File: src/rtl/melody_sequencer_pkg.sv
// Shared definitions for the melody sequencer slice.
//   - FSM state encoding
//   - song table entry layout {note, dur} and its special codes
//   - helper to build a table entry
package melody_sequencer_pkg;

    localparam int NOTE_W  = 8;
    localparam int DUR_W   = 8;
    localparam int ENTRY_W = NOTE_W + DUR_W;

    localparam logic [NOTE_W-1:0] REST_CODE = 8'd0;
    localparam logic [DUR_W-1:0]  END_DUR   = 8'd0;

    typedef enum logic [2:0] {
        ST_IDLE,
        ST_FETCH,
        ST_LOAD,
        ST_NOTE,
        ST_GAP,
        ST_DONE
    } seq_state_e;

    typedef struct packed {
        logic [NOTE_W-1:0] note;
        logic [DUR_W-1:0]  dur;
    } song_entry_t;

    function automatic song_entry_t mk_entry(input logic [NOTE_W-1:0] note,
                                             input logic [DUR_W-1:0]  dur);
        song_entry_t e;
        e.note = note;
        e.dur  = dur;
        return e;
    endfunction

endpackage

File: src/rtl/melody_sequencer_if.sv
// Control/status bundle between a player controller (master) and the
// melody sequencer (slave).
//   start, stop, loop_en        : controller -> sequencer
//   note_code, play             : sequencer -> tone generator / controller
//   busy, done, note_idx        : sequencer status
interface melody_sequencer_if
    import melody_sequencer_pkg::*;
#(
    parameter int ADDR_W = 4
);
    logic              start;
    logic              stop;
    logic              loop_en;
    logic [NOTE_W-1:0] note_code;
    logic              play;
    logic              busy;
    logic              done;
    logic [ADDR_W-1:0] note_idx;

    modport master (
        output start, stop, loop_en,
        input  note_code, play, busy, done, note_idx
    );

    modport slave (
        input  start, stop, loop_en,
        output note_code, play, busy, done, note_idx
    );

endinterface

File: src/rtl/melody_rom.sv
// Song table, case-based, with a registered read port (data valid one cycle
// after the address changes). Unlisted addresses read as the end marker.
//   clk_i  : system clock
//   addr_i : table entry address
//   data_o : {note, dur}, registered
// SONG_SEL picks the table: 0 = demo song ending in an end marker,
// 1 = four-entry pattern with no end marker (relies on the table-end wrap).
module melody_rom
    import melody_sequencer_pkg::*;
#(
    parameter int ADDR_W   = 4,
    parameter int SONG_SEL = 0
) (
    input  logic              clk_i,
    input  logic [ADDR_W-1:0] addr_i,
    output song_entry_t       data_o
);

    song_entry_t entry_d;
    song_entry_t data_q;

    always_comb begin
        entry_d = mk_entry(REST_CODE, END_DUR);
        case (int'(addr_i))
            0: entry_d = mk_entry(8'd5, 8'd2);
            1: entry_d = mk_entry(REST_CODE, 8'd1);
            2: entry_d = mk_entry(8'd9, 8'd3);
            3: if (SONG_SEL == 1) entry_d = mk_entry(8'd7, 8'd1);
            default: ;
        endcase
    end

    always_ff @(posedge clk_i) begin
        data_q <= entry_d;
    end

    assign data_o = data_q;

endmodule

File: src/rtl/melody_sequencer.sv
// Melody sequencer: walks the song table, holding each note (note_code/play)
// for dur timebase ticks and inserting a silent gap between notes.
//   clk_i   : system clock
//   reset_i : synchronous, active-high
//   bus     : slave side of melody_sequencer_if (start/stop/loop_en in,
//             note_code/play/busy/done/note_idx out, all registered)
//
// state    | meaning
// ---------+-----------------------------------------------------------
// ST_IDLE  | silent, waiting for start
// ST_FETCH | table address presented
// ST_LOAD  | table entry valid; end marker or latch note and duration
// ST_NOTE  | note sounding (or rest), counting duration ticks
// ST_GAP   | silent gap after a note, note_code held
// ST_DONE  | one-cycle done pulse, then idle
module melody_sequencer
    import melody_sequencer_pkg::*;
#(
    parameter int TICK_CYCLES = 500_000,
    parameter int SONG_LEN    = 16,
    parameter int ADDR_W      = 4,
    parameter int GAP_TICKS   = 1,
    parameter int SONG_SEL    = 0
) (
    input  logic                clk_i,
    input  logic                reset_i,
    melody_sequencer_if.slave   bus
);

    localparam int                PRESC_W   = (TICK_CYCLES > 1) ? $clog2(TICK_CYCLES) : 1;
    localparam logic [PRESC_W-1:0] PRESC_MAX = PRESC_W'(TICK_CYCLES - 1);
    localparam logic [ADDR_W-1:0]  LAST_ADDR = ADDR_W'(SONG_LEN - 1);
    localparam logic [7:0]         GAP_INIT  = 8'(GAP_TICKS);
    localparam bit                 HAS_GAP   = (GAP_TICKS > 0);

    seq_state_e        state_q;
    logic [ADDR_W-1:0] addr_q;
    logic [PRESC_W-1:0] presc_q;
    logic [DUR_W-1:0]  remain_q;
    logic [7:0]        gap_q;
    logic [NOTE_W-1:0] note_code_q;
    logic              play_q;
    logic              busy_q;
    logic              done_q;
    logic [ADDR_W-1:0] note_idx_q;

    song_entry_t rom_data;

    logic tick_wrap;
    logic note_end;
    logic gap_end;
    logic advance;
    logic song_end;

    melody_rom #(
        .ADDR_W   (ADDR_W),
        .SONG_SEL (SONG_SEL)
    ) u_rom (
        .clk_i  (clk_i),
        .addr_i (addr_q),
        .data_o (rom_data)
    );

    // advance: the timed part of an entry is over, move to the next address.
    // song_end: end marker seen, or advance off the last table entry.
    always_comb begin
        tick_wrap = (presc_q == PRESC_MAX);
        note_end  = (state_q == ST_NOTE) && tick_wrap && (remain_q == 8'd1);
        gap_end   = (state_q == ST_GAP) && tick_wrap && (gap_q == 8'd1);
        advance   = (note_end && !HAS_GAP) || gap_end;
        song_end  = ((state_q == ST_LOAD) && (rom_data.dur == END_DUR)) ||
                    (advance && (addr_q == LAST_ADDR));
    end

    always_ff @(posedge clk_i) begin
        if (reset_i) begin
            state_q     <= ST_IDLE;
            addr_q      <= '0;
            presc_q     <= '0;
            remain_q    <= '0;
            gap_q       <= '0;
            note_code_q <= REST_CODE;
            play_q      <= 1'b0;
            busy_q      <= 1'b0;
            done_q      <= 1'b0;
            note_idx_q  <= '0;
        end else begin
            done_q <= 1'b0;
            // Prescaler only runs while timing a note or gap; it is zero on
            // entry to either, so every phase starts on a fresh tick.
            if ((state_q == ST_NOTE) || (state_q == ST_GAP))
                presc_q <= tick_wrap ? '0 : presc_q + 1'b1;
            else
                presc_q <= '0;

            if ((state_q != ST_IDLE) && bus.stop) begin
                state_q     <= ST_IDLE;
                play_q      <= 1'b0;
                note_code_q <= REST_CODE;
                busy_q      <= 1'b0;
            end else if (song_end) begin
                play_q <= 1'b0;
                if (bus.loop_en) begin
                    addr_q  <= '0;
                    state_q <= ST_FETCH;
                end else begin
                    state_q     <= ST_DONE;
                    done_q      <= 1'b1;
                    note_code_q <= REST_CODE;
                end
            end else if (advance) begin
                addr_q  <= addr_q + ADDR_W'(1);
                play_q  <= 1'b0;
                state_q <= ST_FETCH;
            end else begin
                case (state_q)
                    ST_IDLE: begin
                        if (bus.start && !bus.stop) begin
                            addr_q  <= '0;
                            busy_q  <= 1'b1;
                            state_q <= ST_FETCH;
                        end
                    end
                    ST_FETCH: state_q <= ST_LOAD;
                    ST_LOAD: begin
                        note_code_q <= rom_data.note;
                        play_q      <= (rom_data.note != REST_CODE);
                        note_idx_q  <= addr_q;
                        remain_q    <= rom_data.dur;
                        state_q     <= ST_NOTE;
                    end
                    ST_NOTE: begin
                        if (tick_wrap) remain_q <= remain_q - 8'd1;
                        if (note_end) begin
                            play_q  <= 1'b0;
                            gap_q   <= GAP_INIT;
                            state_q <= ST_GAP;
                        end
                    end
                    ST_GAP: begin
                        if (tick_wrap) gap_q <= gap_q - 8'd1;
                    end
                    ST_DONE: begin
                        busy_q  <= 1'b0;
                        state_q <= ST_IDLE;
                    end
                    default: begin
                        busy_q  <= 1'b0;
                        state_q <= ST_IDLE;
                    end
                endcase
            end
        end
    end

    assign bus.note_code = note_code_q;
    assign bus.play      = play_q;
    assign bus.busy      = busy_q;
    assign bus.done      = done_q;
    assign bus.note_idx  = note_idx_q;

endmodule

File: src/flat_wrapper.sv
// flat-port wrapper written by rule: the top's interface ports become plain ports
module melody_sequencer_flat import melody_sequencer_pkg::*;
#(
    parameter int TICK_CYCLES = 500_000,
    parameter int SONG_LEN    = 16,
    parameter int ADDR_W      = 4,
    parameter int GAP_TICKS   = 1,
    parameter int SONG_SEL    = 0
)
  (clk_i, reset_i, bus_start, bus_stop, bus_loop_en, bus_note_code, bus_play, bus_busy, bus_done, bus_note_idx);
  melody_sequencer_if #(.ADDR_W(ADDR_W)) bus_i ();
  input  logic clk_i;
  input  logic reset_i;
  input wire logic [$bits(bus_i.start)-1:0] bus_start;
  input wire logic [$bits(bus_i.stop)-1:0] bus_stop;
  input wire logic [$bits(bus_i.loop_en)-1:0] bus_loop_en;
  output wire logic [$bits(bus_i.note_code)-1:0] bus_note_code;
  output wire logic [$bits(bus_i.play)-1:0] bus_play;
  output wire logic [$bits(bus_i.busy)-1:0] bus_busy;
  output wire logic [$bits(bus_i.done)-1:0] bus_done;
  output wire logic [$bits(bus_i.note_idx)-1:0] bus_note_idx;
  assign bus_i.start = bus_start;
  assign bus_i.stop = bus_stop;
  assign bus_i.loop_en = bus_loop_en;
  assign bus_note_code = bus_i.note_code;
  assign bus_play = bus_i.play;
  assign bus_busy = bus_i.busy;
  assign bus_done = bus_i.done;
  assign bus_note_idx = bus_i.note_idx;
  melody_sequencer #(.TICK_CYCLES(TICK_CYCLES), .SONG_LEN(SONG_LEN), .ADDR_W(ADDR_W), .GAP_TICKS(GAP_TICKS), .SONG_SEL(SONG_SEL)) u_core (.clk_i(clk_i), .reset_i(reset_i), .bus(bus_i));
endmodule
File: config.mk
export PLATFORM = sky130hd
export DESIGN_NAME = melody_sequencer_flat
export DESIGN_NICKNAME = d
export VERILOG_FILES = /design/src/rtl/melody_sequencer_pkg.sv /design/src/rtl/melody_sequencer_if.sv /design/src/rtl/melody_rom.sv /design/src/rtl/melody_sequencer.sv /design/src/flat_wrapper.sv
export SDC_FILE = /design/constraint.sdc
export NUM_CORES = 1
export LEC_CHECK = 0
export ABC_AREA = 1
export CAP_MARGIN = 10
export CORE_MARGIN = 2
export CORE_UTILIZATION = 60
export CTS_CLUSTER_DIAMETER = 50
export DETAILED_ROUTE_END_ITERATION = 10
export PLACE_DENSITY = 0.82
export SLEW_MARGIN = 5
export SYNTH_ARGS = -nofsm -noshare
export SYNTH_HDL_FRONTEND = slang
export SYNTH_SLANG_ARGS = --single-unit
File: constraint.sdc
create_clock -name clk_i -period 3.83 [get_ports clk_i]
set_input_delay 0.9575 -clock clk_i [delete_from_list [all_inputs] [get_ports clk_i]]
set_output_delay 0.9575 -clock clk_i [all_outputs]
set_load 0.1 [all_outputs]
==> results.md, run 1 <==
- Fin crit share: 72.3%
- CP Capture Type: primary output
- Ys flop type: dfxtp_1
- Clock Sinks: 56
- Final min period: 2.77 ns
- Final slew viol count: 0
- Synth Warn #: 0
- WHS: 0.464 ns
- Clock transition at path regs: 0.10 ns
- Top Ports: 20
- Area growth syn-to-layout: 8.13%
- CTS Buf Count: 5
- Antenna cells: 0
- DRT iter0 DRCs: 259
- RSZ-0062 raised after global routing: no
- Skew final: 0.00768 ns
- GRT Total Usage: 23.0%
- F_max: 361 MHz
- Post-synthesis cell count: 469
- Crit path from: u_core.bus.note_code[0]
- Arrival time of the worst setup path: 1.81 ns
- Final setup viols: 0
- HP Class: register to register
- Clock tree root driver cell: clkbuf_8
- CP startpoint kind: register
- PD cells: 505 nW/um^2
- Cell Rows: 26
- Clk Latency, worst-skew pair: 0.31 ns
- Nets: 496
- Final ANT Viol Nets: 0
- Setup Buffers After CTS: 0
- Leak: 1.43 nW
- Max cap viols: 0
- Via count: 2,912
- Setup CP Type: register to primary output
- Critical Path Fanout Max: 2
- TNS Setup: 0 ns
- Dominant cell type by area after synthesis: dfxtp_1
- Fraction of layout cells with a size suffix above 1: 10.4%
- Post-synth ARST share: 0%
- DIE AREA: 5850 sq um
- Die Ht: 76.5 um
- VDD IR max: 0.473 mV
- Synth cell types: 38
- Crit path largest cell delay: 1.15 ns
- TritonCTS clock tree: yes
- Critical path buffers and inverters: 1
- # DRC: 0
- IO buf count: 14
- Die width: 76.5 um
- Post-Route WL: 6.56 mm
- Syn avg cell area: 6.73 sq um
- Final count of hold timing violations: 0
- Grt ovf: 0
- EDFF count, synth: 0
- Max stage delay cell, worst path: clkdlybuf4s50_1
- Actual slew at the worst max-slew pin: 0.985 ns
- Synth top area cells: dfxtp_1 (36%), nand2_1 (11%), nor2_1 (8.1%), nand3_1 (6.3%), a21oi_1 (6.2%)
- Largest net degree at the start of global routing: 17
- Seq/Total Area, Yosys: 35.5%
- Number of global-route vias before repair: 2,647
- First-pass GRT wire length: 11.3 mm
- Vias per cell: 5.27
- WL/cell: 11.9 um
- CP top delay family: buffers and inverters
- Hold path startpoint: u_core.bus.note_idx[2]
- DP HPWL: 4.78 mm
- Core area: 5070 sq um
- Yosys top cell area share: 35.5%
- Clk buf depth: 2
- Critical path, cell by cell: clkdlybuf4s50_1
- CTS resizes: 0
- # hold bufs at CTS: 0
- Count of state elements after synthesis: 56
- Initial antenna violation count: 0
- Drt pass-1 iters: 5
- Outcome: completed
- Worst Path Required: 2.87 ns
- H-tree depth: 2
- Synth Cell Area: 3150 sq um
- Slew Limit Headroom: 34.1%
- Starting density of the core: 62.2%
- GP Congestion: 0.855
- Reg2reg start: u_core.state_q[1]
==> path summary, 6_finish.rpt <==
path         slack [ns]  cells after the start                endpoint
min reg2reg        0.46                      2  u_core.bus.note_idx[2]
max reg2reg        1.74                     11         u_core.gap_q[0]
max                1.06                      1        bus_note_code[0]
min                0.46                      2  u_core.bus.note_idx[2]
==> flip-flops by register name, indices dropped and copies added, names as in the netlist <==
| signal | cells |
|---|---|
| u_core.bus.done | 1 |
| u_core.bus.busy | 1 |
| u_core.bus.note_idx | 4 |
| u_core.bus.play | 1 |
| u_core.gap_q | 8 |
| u_core.remain_q | 8 |
| u_core.state_q | 3 |
| u_core.presc_q | 19 |
| u_core.u_rom.data_o | 4 |
| u_core.addr_q | 4 |
| u_core.bus.note_code | 3 |
==> layout by cell type (no fill, tap or decap), drive strengths merged, types with 8 or more instances in the layout <==
cell,count
dfxtp,56
a21oi,40
nand2,109
nand3,43
nor3,8
nor2,78
inv,63
ha,9
clkdlybuf4s50,14
o21ai,14
nand4,10
==> kinds of logic after synthesis <==
family / after synthesis / share of synthesized area, %
other: 1 / 0.119
buffers and inverters: 77 / 10.2
AOI/OAI and AO/OA: 64 / 11.0
DFF: 56 / 35.5
adders and majority gates: 9 / 3.57
and+or+nand+nor: 253 / 37.0
xor gates and xnor gates: 9 / 2.50
==> synth_stat cells, types with 2 or more instances <==
library cell,number
nor4_1,2
o21ai_0,12
a21oi_1,39
nand3_1,40
inv_1,51
a31oi_1,2
o21ai_1,2
nor2_1,68
clkbuf_1,2
nor2_4,4
xnor2_1,3
buf_2,3
buf_4,6
ha_1,9
nand4_1,10
nand2_1,96
xor2_1,6
nor3_1,6
clkinv_1,2
nand2_2,12
o21a_1,3
nand3_2,3
inv_2,12
a211oi_1,2
dfxtp_1,56
nor2_2,6
==> stage by stage <==
stage	power, mW	setup slack [ns]	instance area [sq um]	util [%]	cells
2_1_floorplan	1.27	1.95	3170	-	473
3_3_place_gp	1.38	1.21	3320	65.4	545
3_5_place_dp	1.39	1.17	3320	65.4	545
4_1_cts	1.72	1.05	3410	67.2	553
5_1_grt	1.84	1.02	3410	67.2	553
6_report	1.72	1.06	3410	67.2	553
==> power breakdown <==
group / switching, mW / leakage (nW) / internal [mW]
registers: 0.0529 / 0.453 / 0.647
logic: 0.485 / 0.926 / 0.203
clock network: 0.191 / 0.0510 / 0.145
total: 0.729 / 1.43 / 0.994
==> metal layers <==
metal | track usage [%] | vias to the layer above | routed length (um)
met5 | 0 | - | 0
met4 | 7.64 | 0 | 102
li1 | - | 1513 | -
met1 | 30.0 | 1324 | 3180
met2 | 38.2 | 64 | 3010
met3 | 4.50 | 11 | 258
==> layout make-up <==
class	count	area, sq um
tap	70	87.6
clock inverter	2	10.0
clock buffer	6	82.6
timing repair buffer	14	140
multi-input combinational	340	1730
sequential	56	1120
inverter	65	244
fill	461	1660
==> tightest hold or removal path, cell delays in order, from the launching register on <==
cell	delay (ns)
dfxtp_1	0.32
nand2_1	0.06
a21oi_1	0.05
Power figures use the tool's default switching activity.
==> inputs of run 2 (changes only) <==
- CORE_UTILIZATION: 60 -> 59
- PLACE_DENSITY: 0.82 -> 0.8
- clock period: 3.83 -> 2.89 ns (I/O delays scaled with it)
==> results.md, run 2 (synthesized netlist as in run 1, its figures left out) <==
- Grt ovf: 0 (unchanged)
- Outcome: completed
- DRT iter0 DRCs: 235 (-9.3%)
- Top layer in use: met4
- Critical path buffers and inverters: 2 (+1)
- Top Ports: 20 (unchanged)
- Core area: 5140 sq um (+1.3%)
- Met3 WL: 242 um (-6.2%)
- Final ANT Viol Nets: 0 (unchanged)
- GP Congestion: 0.885 (+3.5%)
- Routed wl met2: 3.05 mm (+1.3%)
- Final slew viol count: 0 (unchanged)
- Critical path, cell by cell: ha_1, nand2_2, inv_1, nand2_1, nor2_1, nand3_1, nand2_1, inv_2, nor2_4, nand3_1, nand2_2, nor2_1
- Pre-CTS setup slack: 0.664 ns (-0.502 ns)
- PD cells: 671 nW/um^2 (+33%)
- Cell Rows: 26 (unchanged)
- Fraction of layout cells with a size suffix above 1: 12.6% (+2.2 points)
- Biggest regs: u_core.presc_q: 19 flops, u_core.gap_q: 8 flops, u_core.remain_q: 8 flops
- Setup CP Type: register to register
- Setup Buffers After CTS: 0 (unchanged)
- Initial antenna violation count: 0 (unchanged)
- Largest register FFs: 19 (unchanged)
- WL/cell: 11.9 um (about the same)
- Largest Register: u_core.presc_q
- Final setup viols: 0 (unchanged)
- Fill cells: 502 (+8.9%)
- GRT Total Usage: 23.3% (+0.27 points)
- Antenna cells: 0 (unchanged)
- Largest net degree at the start of global routing: 17 (unchanged)
- Area growth syn-to-layout: 7.85%
- H-tree depth: 2 (unchanged)
- Placed cells: 547 (+0.37%)
- Fin crit share: 68.2%
- Die width: 77.1 um (+0.80%)
- Leak: 1.45 nW (+1.7%)
- DP HPWL: 5.00 mm (+4.5%)
- Nets: 498 (+0.40%)
- WHS: 0.470 ns (+0.00598 ns)
- Number of global-route vias before repair: 2,678 (+1.2%)
- Starting density of the core: 61.4% (-0.79 points)
- Final count of hold timing violations: 0 (unchanged)
- Clk Latency, worst-skew pair: 0.31 ns (about the same)
- Via count: 2,905 (-0.24%)
- Util after Layout: 66.2% (-1.0 points)
- CTS Buf Count: 5 (unchanged)
- Post-route cell area: 3400 sq um (-0.26%)
- CTS resizes: 0 (unchanged)
- Total power: 2.28 mW (+33%)
- Skew final: 0.00793 ns (+0.000252 ns)
- Vias per cell: 5.23 (-0.60%)
- Post-Route WL: 6.59 mm (+0.46%)
- Drt pass-1 iters: 4 (-1)
- HP Class: register to register
- Arrival time of the worst setup path: 2.18 ns (+0.37 ns)
- TritonCTS clock tree: yes
- Final Instance Count excl. Fillers: 555 (+0.36%)
- Met1 wire length: 3.22 mm (+1.1%)
- DIE AREA: 5950 sq um (+1.6%)
- # hold bufs at CTS: 0 (unchanged)
- First-pass GRT wire length: 11.5 mm (+2.5%)
- F_max: 507 MHz
- Clock tree root driver cell: clkbuf_8
- IO buf count: 14 (unchanged)
- Max stage delay cell, worst path: dfxtp_1
- Area after DPL: 3310 sq um (-0.30%)
- CP Capture Type: register
- PnR worst setup slack: 0.918 ns (-0.143 ns)
- TNS Setup: 0 ns (unchanged)
- # DRC: 0 (unchanged)
- VDD IR max: 0.498 mV (+5.3%)
- Final min period: 1.97 ns
- Clock Sinks: 56 (unchanged)
- Worst Path Required: 3.09 ns (+0.22 ns)
- Clk buf depth: 2 (unchanged)
- Die Ht: 77.1 um (+0.80%)
- Commonest cells after routing, fill and taps aside: nand2_1 (96), nor2_1 (68), dfxtp_1 (56)
- CP startpoint kind: register
- Critical Path Fanout Max: 9 (+7)
- Crit path largest cell delay: 0.39 ns (-0.76 ns)
- RSZ-0062 raised after global routing: no
- CP top delay family: simple AND/OR/NAND/NOR gates
- Commonest non-fill, non-tap cell in the layout: nand2_1
- Clock transition at path regs: 0.10 ns (about the same)
- Max cap viols: 0 (unchanged)
## run 2: changes by cell type in the layout (fill, tap and decap cells not counted)
cell             previous run  this run
buf_4                       0        12
clkinvlp_4                  0         1
clkbuf_1                    0         1
clkinv_2                    2         0
clkdlybuf4s50_1            14         4
## run 2: final timing paths
| kind | startpoint | end | slack (ns) | depth (start not counted) |
|---|---|---|---|---|
| worst max register to register | u_core.presc_q[0] | u_core.gap_q[2] | 0.92 | 12 |
| worst max-delay path | u_core.presc_q[0] | u_core.gap_q[2] | 0.92 | 12 |
| worst min register to register | u_core.bus.note_idx[1] | u_core.bus.note_idx[1] | 0.47 | 2 |
| worst min-delay path | u_core.bus.note_idx[1] | u_core.bus.note_idx[1] | 0.47 | 2 |
## run 2: layer usage
metal	vias to the layer above	track usage [%]
met5	-	0
met2	63	39.9
met1	1314	30.5
met3	9	3.18
li1	1519	-
met4	0	7.14
## run 2: area by class of cell
class	instances	area (sq um)	share of cell area, %
flip-flops and latches	56	1120	33.0
inverters	65	244	7.17
clock inverters	1	7.51	0.221
well taps	70	87.6	2.57
clock buffers	7	86.3	2.54
repair buffers	16	130	3.82
multi-input cells	340	1730	50.7
## run 2: report_power, final
part           internal [mW]  leakage (nW)  switching, mW  total (mW)
Sequential             0.857         0.453         0.0706       0.927
Clock                  0.195        0.0445          0.251       0.447
Combinational          0.266         0.957          0.642       0.908
## run 2: worst register-to-register path: stages (launching register included)
cell     delay [ns]
dfxtp_1        0.39
ha_1           0.20
nand2_2        0.08
inv_1          0.08
nand2_1        0.09
nor2_1         0.14
nand3_1        0.16
nand2_1        0.14
inv_2          0.06
nor2_4         0.21
nand3_1        0.12
nand2_2        0.14
nor2_1         0.07
